`src/rtl/debug_pkg.sv`:
```
// Shared debug definitions: run/halt sequencer states and dcsr.cause encodings.
package debug_pkg;

  typedef enum logic [2:0] {
    ST_INIT   = 3'd0,
    ST_RUN    = 3'd1,
    ST_HALTED = 3'd2,
    ST_RESUME = 3'd3,
    ST_STEP   = 3'd4
  } dbg_state_e;

  localparam int unsigned CAUSE_EBREAK    = 1;
  localparam int unsigned CAUSE_TRIGGER   = 2;
  localparam int unsigned CAUSE_HALTREQ   = 3;
  localparam int unsigned CAUSE_STEP      = 4;
  localparam int unsigned CAUSE_RESETHALT = 5;

endpackage

```
`src/rtl/debug_run_ctl.sv`:
```
// Run/halt sequencer between the debug module hart controls and the core control FSM.
// Decides at each instruction boundary whether the core fetches or enters debug mode.
//
// state  | meaning
// INIT   | first cycle after reset, samples resethaltreq
// RUN    | core executing normally
// HALTED | core parked in debug mode
// RESUME | one-cycle pc<-dpc restore
// STEP   | executing a single instruction, then halts
module debug_run_ctl
  import debug_pkg::*;
#(
  parameter int unsigned CauseWidth  = 3,
  parameter bit          StepMaskInt = 1'b1
) (
  input  logic                  clk_i,
  input  logic                  rst_i,
  input  logic                  haltreq_i,
  input  logic                  resumereq_i,
  input  logic                  resethaltreq_i,
  input  logic                  ackhavereset_i,
  input  logic                  dcsr_step_i,
  input  logic                  dcsr_ebreakm_i,
  input  logic                  inst_boundary_i,
  input  logic                  retire_i,
  input  logic                  ebreak_i,
  input  logic                  trigger_hit_i,
  output logic                  core_halt_o,
  output logic                  inhibit_trap_o,
  output logic                  dpc_write_o,
  output logic [CauseWidth-1:0] cause_o,
  output logic                  exit_debug_o,
  output logic                  step_mask_o,
  output logic                  debug_mode_o,
  output logic                  halted_o,
  output logic                  running_o,
  output logic                  resumeack_o,
  output logic                  havereset_o
);

  dbg_state_e state_q, state_d;
  logic halt_pend_q, halt_pend_d;
  logic ebreak_pend_q, ebreak_pend_d;
  logic reset_pend_q, reset_pend_d;
  logic step_done_q, step_done_d;
  logic resumeack_q, resumeack_d;
  logic havereset_q, havereset_d;
  logic resumereq_q;

  logic                  active;
  logic                  resume_rise;
  logic                  halt_now;
  logic [CauseWidth-1:0] halt_cause;

  assign active      = (state_q == ST_RUN) || (state_q == ST_STEP);
  assign resume_rise = resumereq_i & ~resumereq_q;

  // Halt cause priority encoder; first match wins.
  always_comb begin
    halt_now   = 1'b0;
    halt_cause = '0;
    if (active && inst_boundary_i) begin
      halt_now = 1'b1;
      if (reset_pend_q)                          halt_cause = CauseWidth'(CAUSE_RESETHALT);
      else if (trigger_hit_i)                    halt_cause = CauseWidth'(CAUSE_TRIGGER);
      else if (ebreak_pend_q)                    halt_cause = CauseWidth'(CAUSE_EBREAK);
      else if (halt_pend_q || haltreq_i)         halt_cause = CauseWidth'(CAUSE_HALTREQ);
      else if (state_q == ST_STEP && step_done_q) halt_cause = CauseWidth'(CAUSE_STEP);
      else                                       halt_now   = 1'b0;
    end
  end

  always_comb begin
    state_d        = state_q;
    halt_pend_d    = halt_pend_q;
    ebreak_pend_d  = ebreak_pend_q;
    reset_pend_d   = reset_pend_q;
    step_done_d    = step_done_q;
    resumeack_d    = resumeack_q;
    havereset_d    = havereset_q & ~ackhavereset_i;
    core_halt_o    = 1'b1;
    inhibit_trap_o = 1'b0;
    dpc_write_o    = 1'b0;
    cause_o        = '0;
    exit_debug_o   = 1'b0;
    step_mask_o    = 1'b0;
    debug_mode_o   = 1'b0;
    halted_o       = 1'b0;
    running_o      = 1'b0;

    case (state_q)
      ST_INIT: begin
        if (resethaltreq_i) reset_pend_d = 1'b1;
        state_d = ST_RUN;
      end
      ST_RUN: begin
        core_halt_o = 1'b0;
        running_o   = 1'b1;
      end
      ST_STEP: begin
        core_halt_o = 1'b0;
        running_o   = 1'b1;
        step_mask_o = StepMaskInt;
        if (retire_i) step_done_d = 1'b1;
      end
      ST_HALTED: begin
        halted_o     = 1'b1;
        debug_mode_o = 1'b1;
        if (resume_rise && !haltreq_i) begin
          resumeack_d = 1'b0;
          state_d     = ST_RESUME;
        end
      end
      ST_RESUME: begin
        exit_debug_o = 1'b1;
        debug_mode_o = 1'b1;
        resumeack_d  = 1'b1;
        state_d      = dcsr_step_i ? ST_STEP : ST_RUN;
      end
      default: state_d = ST_INIT;
    endcase

    if (active) begin
      if (haltreq_i) halt_pend_d = 1'b1;
      // pc still points at the ebreak here, so dpc is captured now rather than at the boundary.
      if (ebreak_i && dcsr_ebreakm_i) begin
        inhibit_trap_o = 1'b1;
        dpc_write_o    = 1'b1;
        cause_o        = CauseWidth'(CAUSE_EBREAK);
        ebreak_pend_d  = 1'b1;
      end
    end

    if (halt_now) begin
      core_halt_o   = 1'b1;
      dpc_write_o   = (halt_cause != CauseWidth'(CAUSE_EBREAK));
      cause_o       = halt_cause;
      state_d       = ST_HALTED;
      halt_pend_d   = 1'b0;
      ebreak_pend_d = 1'b0;
      reset_pend_d  = 1'b0;
      step_done_d   = 1'b0;
    end
  end

  always_ff @(posedge clk_i) begin
    if (rst_i) begin
      state_q       <= ST_INIT;
      halt_pend_q   <= 1'b0;
      ebreak_pend_q <= 1'b0;
      reset_pend_q  <= 1'b0;
      step_done_q   <= 1'b0;
      resumeack_q   <= 1'b0;
      havereset_q   <= 1'b1;
      resumereq_q   <= 1'b1;
    end else begin
      state_q       <= state_d;
      halt_pend_q   <= halt_pend_d;
      ebreak_pend_q <= ebreak_pend_d;
      reset_pend_q  <= reset_pend_d;
      step_done_q   <= step_done_d;
      resumeack_q   <= resumeack_d;
      havereset_q   <= havereset_d;
      resumereq_q   <= resumereq_i;
    end
  end

  assign resumeack_o = resumeack_q;
  assign havereset_o = havereset_q;

endmodule

```
`config.mk`:
```
export PLATFORM = sky130hd
export DESIGN_NAME = debug_run_ctl
export DESIGN_NICKNAME = d
export VERILOG_FILES = /design/src/rtl/debug_pkg.sv /design/src/rtl/debug_run_ctl.sv
export SDC_FILE = /design/constraint.sdc
export NUM_CORES = 1
export LEC_CHECK = 0
export CORE_MARGIN = 3
export CORE_UTILIZATION = 43
export DETAILED_ROUTE_END_ITERATION = 12
export PLACE_DENSITY = 0.81
export SLEW_MARGIN = 10
export SYNTH_ARGS = -nofsm -noshare
export SYNTH_HDL_FRONTEND = slang
export SYNTH_SLANG_ARGS = --single-unit
```
`constraint.sdc`:
```
create_clock -name clk_i -period 3.75 [get_ports clk_i]
set_input_delay 0.5625 -clock clk_i [delete_from_list [all_inputs] [get_ports clk_i]]
set_output_delay 0.5625 -clock clk_i [all_outputs]
set_load 0.005 [all_outputs]
```
==> results of run 1 <==
[per-layer routing]
metal / vias to the layer above / part of all wire (%) / wire (um) / global-route usage, %
li1: 306 / - / - / -
met4: 0 / 1.6 / 23 / 9.32
met5: - / 0 / 0 / 0
met1: 263 / 47 / 661 / 21.9
met3: 3 / 8.4 / 118 / 8.05
met2: 26 / 43 / 600 / 24.3
[state kept, by name, indices dropped and copies added, names as in the netlist]
register,count
ebreak_pend_q,1
reset_pend_q,1
step_done_q,1
state_q,3
halt_pend_q,1
havereset_o,1
resumeack_o,1
resumereq_q,1
[cell families (layout without fill, tap and decap cells)]
logic type,Yosys count,after routing,share of synthesized area [%]
AOI/OAI and AO/OA,21,21,29.8
xor gates and xnor gates,2,2,3.02
buffers and inverters,12,36,9.07
DFF,10,10,34.6
and+or+nand+nor,24,24,23.5
[power by group through the flow]
stage	Sequential, W	Clock [W]	Combinational (W)
finish	0.000124	0.000102	0.0000811
global route	0.000125	0.000111	0.0000887
floorplan	0.000121	0	0.0000460
CTS	0.000124	0.000104	0.0000812
detailed placement	0.000126	0	0.0000806
global placement	0.000126	0	0.0000802
[tightest hold or removal path, stage by stage, from the launching register on]
cell and delay, ns:
dfxtp_1 0.31, o41ai_1 0.06, a21oi_1 0.06
[cell usage in the layout, fill, tap and decap left out, types with 2 or more instances in the layout]
| cell type | count |
|---|---|
| clkdlybuf4s50_1 | 24 |
| dfxtp_1 | 10 |
| inv_1 | 8 |
| a211oi_1 | 6 |
| nand2_1 | 5 |
| nor2_1 | 4 |
| nor3_1 | 4 |
| a31oi_1 | 3 |
| clkbuf_4 | 3 |
| nand2b_1 | 2 |
| nor2b_1 | 2 |
| nor4b_1 | 2 |
| a21oi_1 | 2 |
[worst paths after layout]
kind	startpoint	endpoint	slack, ns	depth (start not counted)
worst max-delay path	trigger_hit_i	cause_o[0]	0.70	5
worst min-delay path	resumeack_o	resumeack_o	0.48	2
worst max register to register	ebreak_pend_q	state_q[0]	1.89	3
worst min register to register	resumeack_o	resumeack_o	0.48	2
[cell type report]
type | count | area, um^2 | area share (%)
Multi-Input combinational cell | 47 | 327 | 38.4
Timing Repair Buffer | 24 | 240 | 28.2
Sequential cell | 10 | 200 | 23.5
Clock buffer | 4 | 36.3 | 4.26
Inverter | 8 | 30.0 | 3.53
Tap cell | 14 | 17.5 | 2.06
[stage by stage]
step / total power, W / instances / area, um^2 / hold WS [ns]
5_1_grt: 0.000325 / 107 / 851 / 0.508
6_report: 0.000308 / 107 / 851 / 0.477
3_3_place_gp: 0.000206 / 103 / 815 / 0.459
2_1_floorplan: 0.000167 / 69 / 579 / 0.457
3_5_place_dp: 0.000207 / 103 / 815 / 0.470
4_1_cts: 0.000309 / 107 / 851 / 0.482
==> metrics.cfg, run 1 <==
[outcome]
status=complete, no violations

[yosys]
yosys.area.top_type_share_pct=34.6
yosys.area.top_type=dfxtp_1
yosys_warnings=0
ys_seq_area_share_pct=34.6
syn_area_um2=579
synth_ff_type=dfxtp_1
synthArstFlopShare_pct=0
avgSynthCellArea_um2=8.40
synthTopCellsByArea=dfxtp_1 35%, a211oi_1 7.8%, inv_1 5.2%
synth_edf_count=0
synth_commonest_cells=10 x dfxtp_1, 8 x inv_1, 6 x a211oi_1, 5 x nand2_1
ys_ff_latch=10
syn-num-nets=81
synthMostInstantiatedCell=dfxtp_1
ys_types=30
syn_inst=69

[critical_path]
arrival_ns=2.49
required_ns=3.19
cp_top_family=buffers and inverters
path_max_fanout=3
crit_path_start_kind=input pin
cpPeakStageDelay_ns=0.51
path_class=in2out
crit_buf_inv=2
crit_chain=clkdlybuf4s50_1, or4_1, o31ai_1, a221oi_1, clkdlybuf4s50_1
critPathSlowestCell=or4_1
critPathCaptureType=output port
cpMostUsedCell=clkdlybuf4s50_1

[clock_tree]
cts_root_buf=clkbuf_4
cts_sinks=10
h-tree-depth=1
clock_path_buffers=2
cts_resized=0
cts_buffers=3
ctsHoldBuffers=0
clock_latency_ns=0.28
post_cts_buffers=0
cts_tree=built
path_clk_slew_ns=0.07

[timing]
setup_viol=0
skew_ns=0.00766
setup_ws_ns=0.702
min_period_ns=3.05
maxSlewHeadroom_pct=57.7
rsz0062_at_grt=false
setup_tns_ns=0
finalCritPeriodShare_pct=81.3
tightest_slew_ns=0.632
fmax_ghz=0.328
slew_viol_final=0
hold_violations=0

[drt]
dr.pass1.iters=4
ant_nets=0
drt-total-wl_mm=1.40
wl_per_cell_um=13.1
first_iter_violations=5
drc=0
vias_per_cell=5.59
via_count=598

[cells_and_area]
n_antenna_cell=0
final_core_util_pct=71.7
area_growth_pct=46.9
fillers=103
final_layout_size_suffix_gt1_share_pct=5.38
num-nets-final=106

[global_route]
grt_pass1_wl_mm=2.30
grt_pass1_vias=528
grt_max_degree=12
grt_overflow_total=0
antenna_found_initial=0
track_usage_pct=17.4

[floorplan]
core-area_um2=1190
pin_count=25
initial_core_util_pct=48.8
dieArea_um2=1820
rows=12
die_h_um=42.7
die_x_um=42.7

[pwr]
combPwrFrac_pct=26.4
p_int_w=0.000219
swShare_pct=28.7
ir_drop_mv=0.188
p_clk_share_pct=33.3
leakagePower_nw=0.335
p_sw_w=0.0000883
sequentialPowerShare_pct=40.3
p_per_area_nw_per_um2=361

[min_path]
holdCritPathClass=reg2reg

[placement]
post-place-ws_ns=0.707
io_buffers=24
dp_hpwl_mm=1.03
gp_congestion=0.895

[job]
maxCapViolCount=0

Power figures use the tool's default switching activity.
==> run 2, diff against run 1 <==
CORE_UTILIZATION = 36   (was 43)
PLACE_DENSITY = 0.73   (was 0.81)
clock period = 2.8 ns   (was 3.75 ns; I/O delays follow)
==> run 2 against run 1 <==
Against the previous run:
- worst setup slack got worse by 0.54 ns
- utilization decreased by 11 points
- combinational power increased by 36%
- count of clock-buffer cells in the layout decreased by 1
- hold slack improved by 0.0038 ns
- clock skew decreased by 0.0057 ns
- critical endpoint unchanged
- largest power group unchanged
==> metrics.cfg, run 2 (synthesized netlist as in run 1, its figures left out) <==
[pwr]
p_per_area_nw_per_um2=440
leakagePower_nw=0.334
ir_drop_mv=0.228

[timing]
min_period_ns=2.64
finalCritPeriodShare_pct=94.4
slew_viol_final=0
hold_violations=0
setup_tns_ns=0
rsz0062_at_grt=false
setup_ws_ns=0.157
maxSlewHeadroom_pct=61.3
skew_ns=0.00193
fmax_ghz=0.378
setup_viol=0
tightest_slew_ns=0.579

[floorplan]
pin_count=25
die_h_um=46.1
rows=13
dieArea_um2=2130
die_x_um=46.1
core-area_um2=1400
initial_core_util_pct=41.4

[critical_path]
arrival_ns=2.22
cp-startpoint=trigger_hit_i
crit_path_start_kind=input pin
worstRegToRegCells=3
r2r_slack_ns=0.94
path_class=in2out
critPathCaptureType=output port
path_max_fanout=3
required_ns=2.38
rr_endpoint=state_q[0]
timing.rr.start=state_q[0]

[clock_tree]
clock_latency_ns=0.26
clock_path_buffers=2
cts_root_buf=clkbuf_4
h-tree-depth=1
ctsHoldBuffers=0
post_cts_buffers=0
cts_buffers=3
path_clk_slew_ns=0.06
cts_tree=built
cts_sinks=10

[drt]
wl_per_cell_um=13.4
vias_per_cell=5.59
drt-total-wl_mm=1.45
via_count=604
ant_nets=0
dr.pass1.iters=2
first_iter_violations=6
drc=0

[min_path]
hold-path-cell-count=2
hp-start=havereset_o
whs_endpoint=havereset_o
holdCritPathClass=reg2reg

[cells_and_area]
final_core_util_pct=60.8
final_layout_size_suffix_gt1_share_pct=6.45
regMostFlops=state_q
n_antenna_cell=0
area_growth_pct=46.9
largest_reg_flops=3
final_common_cell=clkdlybuf4s50_1
final_cell_mix=24 x clkdlybuf4s50_1, 10 x dfxtp_1, 8 x inv_1, 6 x a211oi_1, 5 x nand2_1
num-nets-final=107

[global_route]
antenna_found_initial=0
grt_max_degree=12
grt.met2_usage_pct=26.1
grt_overflow_total=0
track_usage_pct=15.7
grt.busiest_layer=met2
met3_usage_pct=2.34
grt_pass1_vias=611
grt_pass1_wl_mm=2.44
grt_use_met1_pct=19.1

[placement]
post-place-ws_ns=0.0641
io_buffers=24
dp_hpwl_mm=1.14
gp_congestion=0.776

[job]
maxCapViolCount=0

[outcome]
status=complete, no violations

[run 2: worst max-delay path, cell delays in order]
cell	delay, ns
clkdlybuf4s50_1	0.44
or4_1	0.51
o31ai_2	0.27
a221oi_1	0.13
clkdlybuf4s50_1	0.45
[run 2: repair_timing]
item / 4_1_cts / 5_1_grt
setup endpoints to repair: 0 / 2
endpoints found under the hold margin: 0 / 0
resized for setup: 0 / 1
[run 2: worst max path at each step]
stage                  to  slack, ns
6_report       cause_o[0]       0.16
2_1_floorplan  cause_o[0]       1.03
3_3_place_gp   cause_o[0]       0.11
5_1_grt        cause_o[0]       0.05
3_5_place_dp   cause_o[0]       0.06
4_1_cts        cause_o[0]       0.06
[run 2: per-layer routing]
metal	vias up	part of all wire [%]
met2	24	48
met1	271	45
met5	-	0
li1	307	-
met3	2	7.2
met4	0	0.34
[run 2: layout make-up]
class,instances,area [um^2]
clock buffer,3,22.5
fill,120,548
inverter,8,30.0
multi-input combinational,47,332
sequential,10,200
tap,15,18.8
timing repair buffer,25,248
[run 2: per-stage QoR]
stage | cells | total power [W] | area, um^2 | hold slack, ns
5_1_grt | 108 | 0.000397 | 851 | 0.509
3_5_place_dp | 105 | 0.000279 | 823 | 0.469
3_3_place_gp | 105 | 0.000278 | 823 | 0.460
2_1_floorplan | 69 | 0.000224 | 579 | 0.457
6_report | 108 | 0.000375 | 851 | 0.481
4_1_cts | 108 | 0.000379 | 846 | 0.481
[run 2: where the power goes]
group	internal [W]	switching [W]
clock	0.0000497	0.0000483
sequential	0.000152	0.0000140
combinational	0.0000634	0.0000470
total	0.000265	0.000109
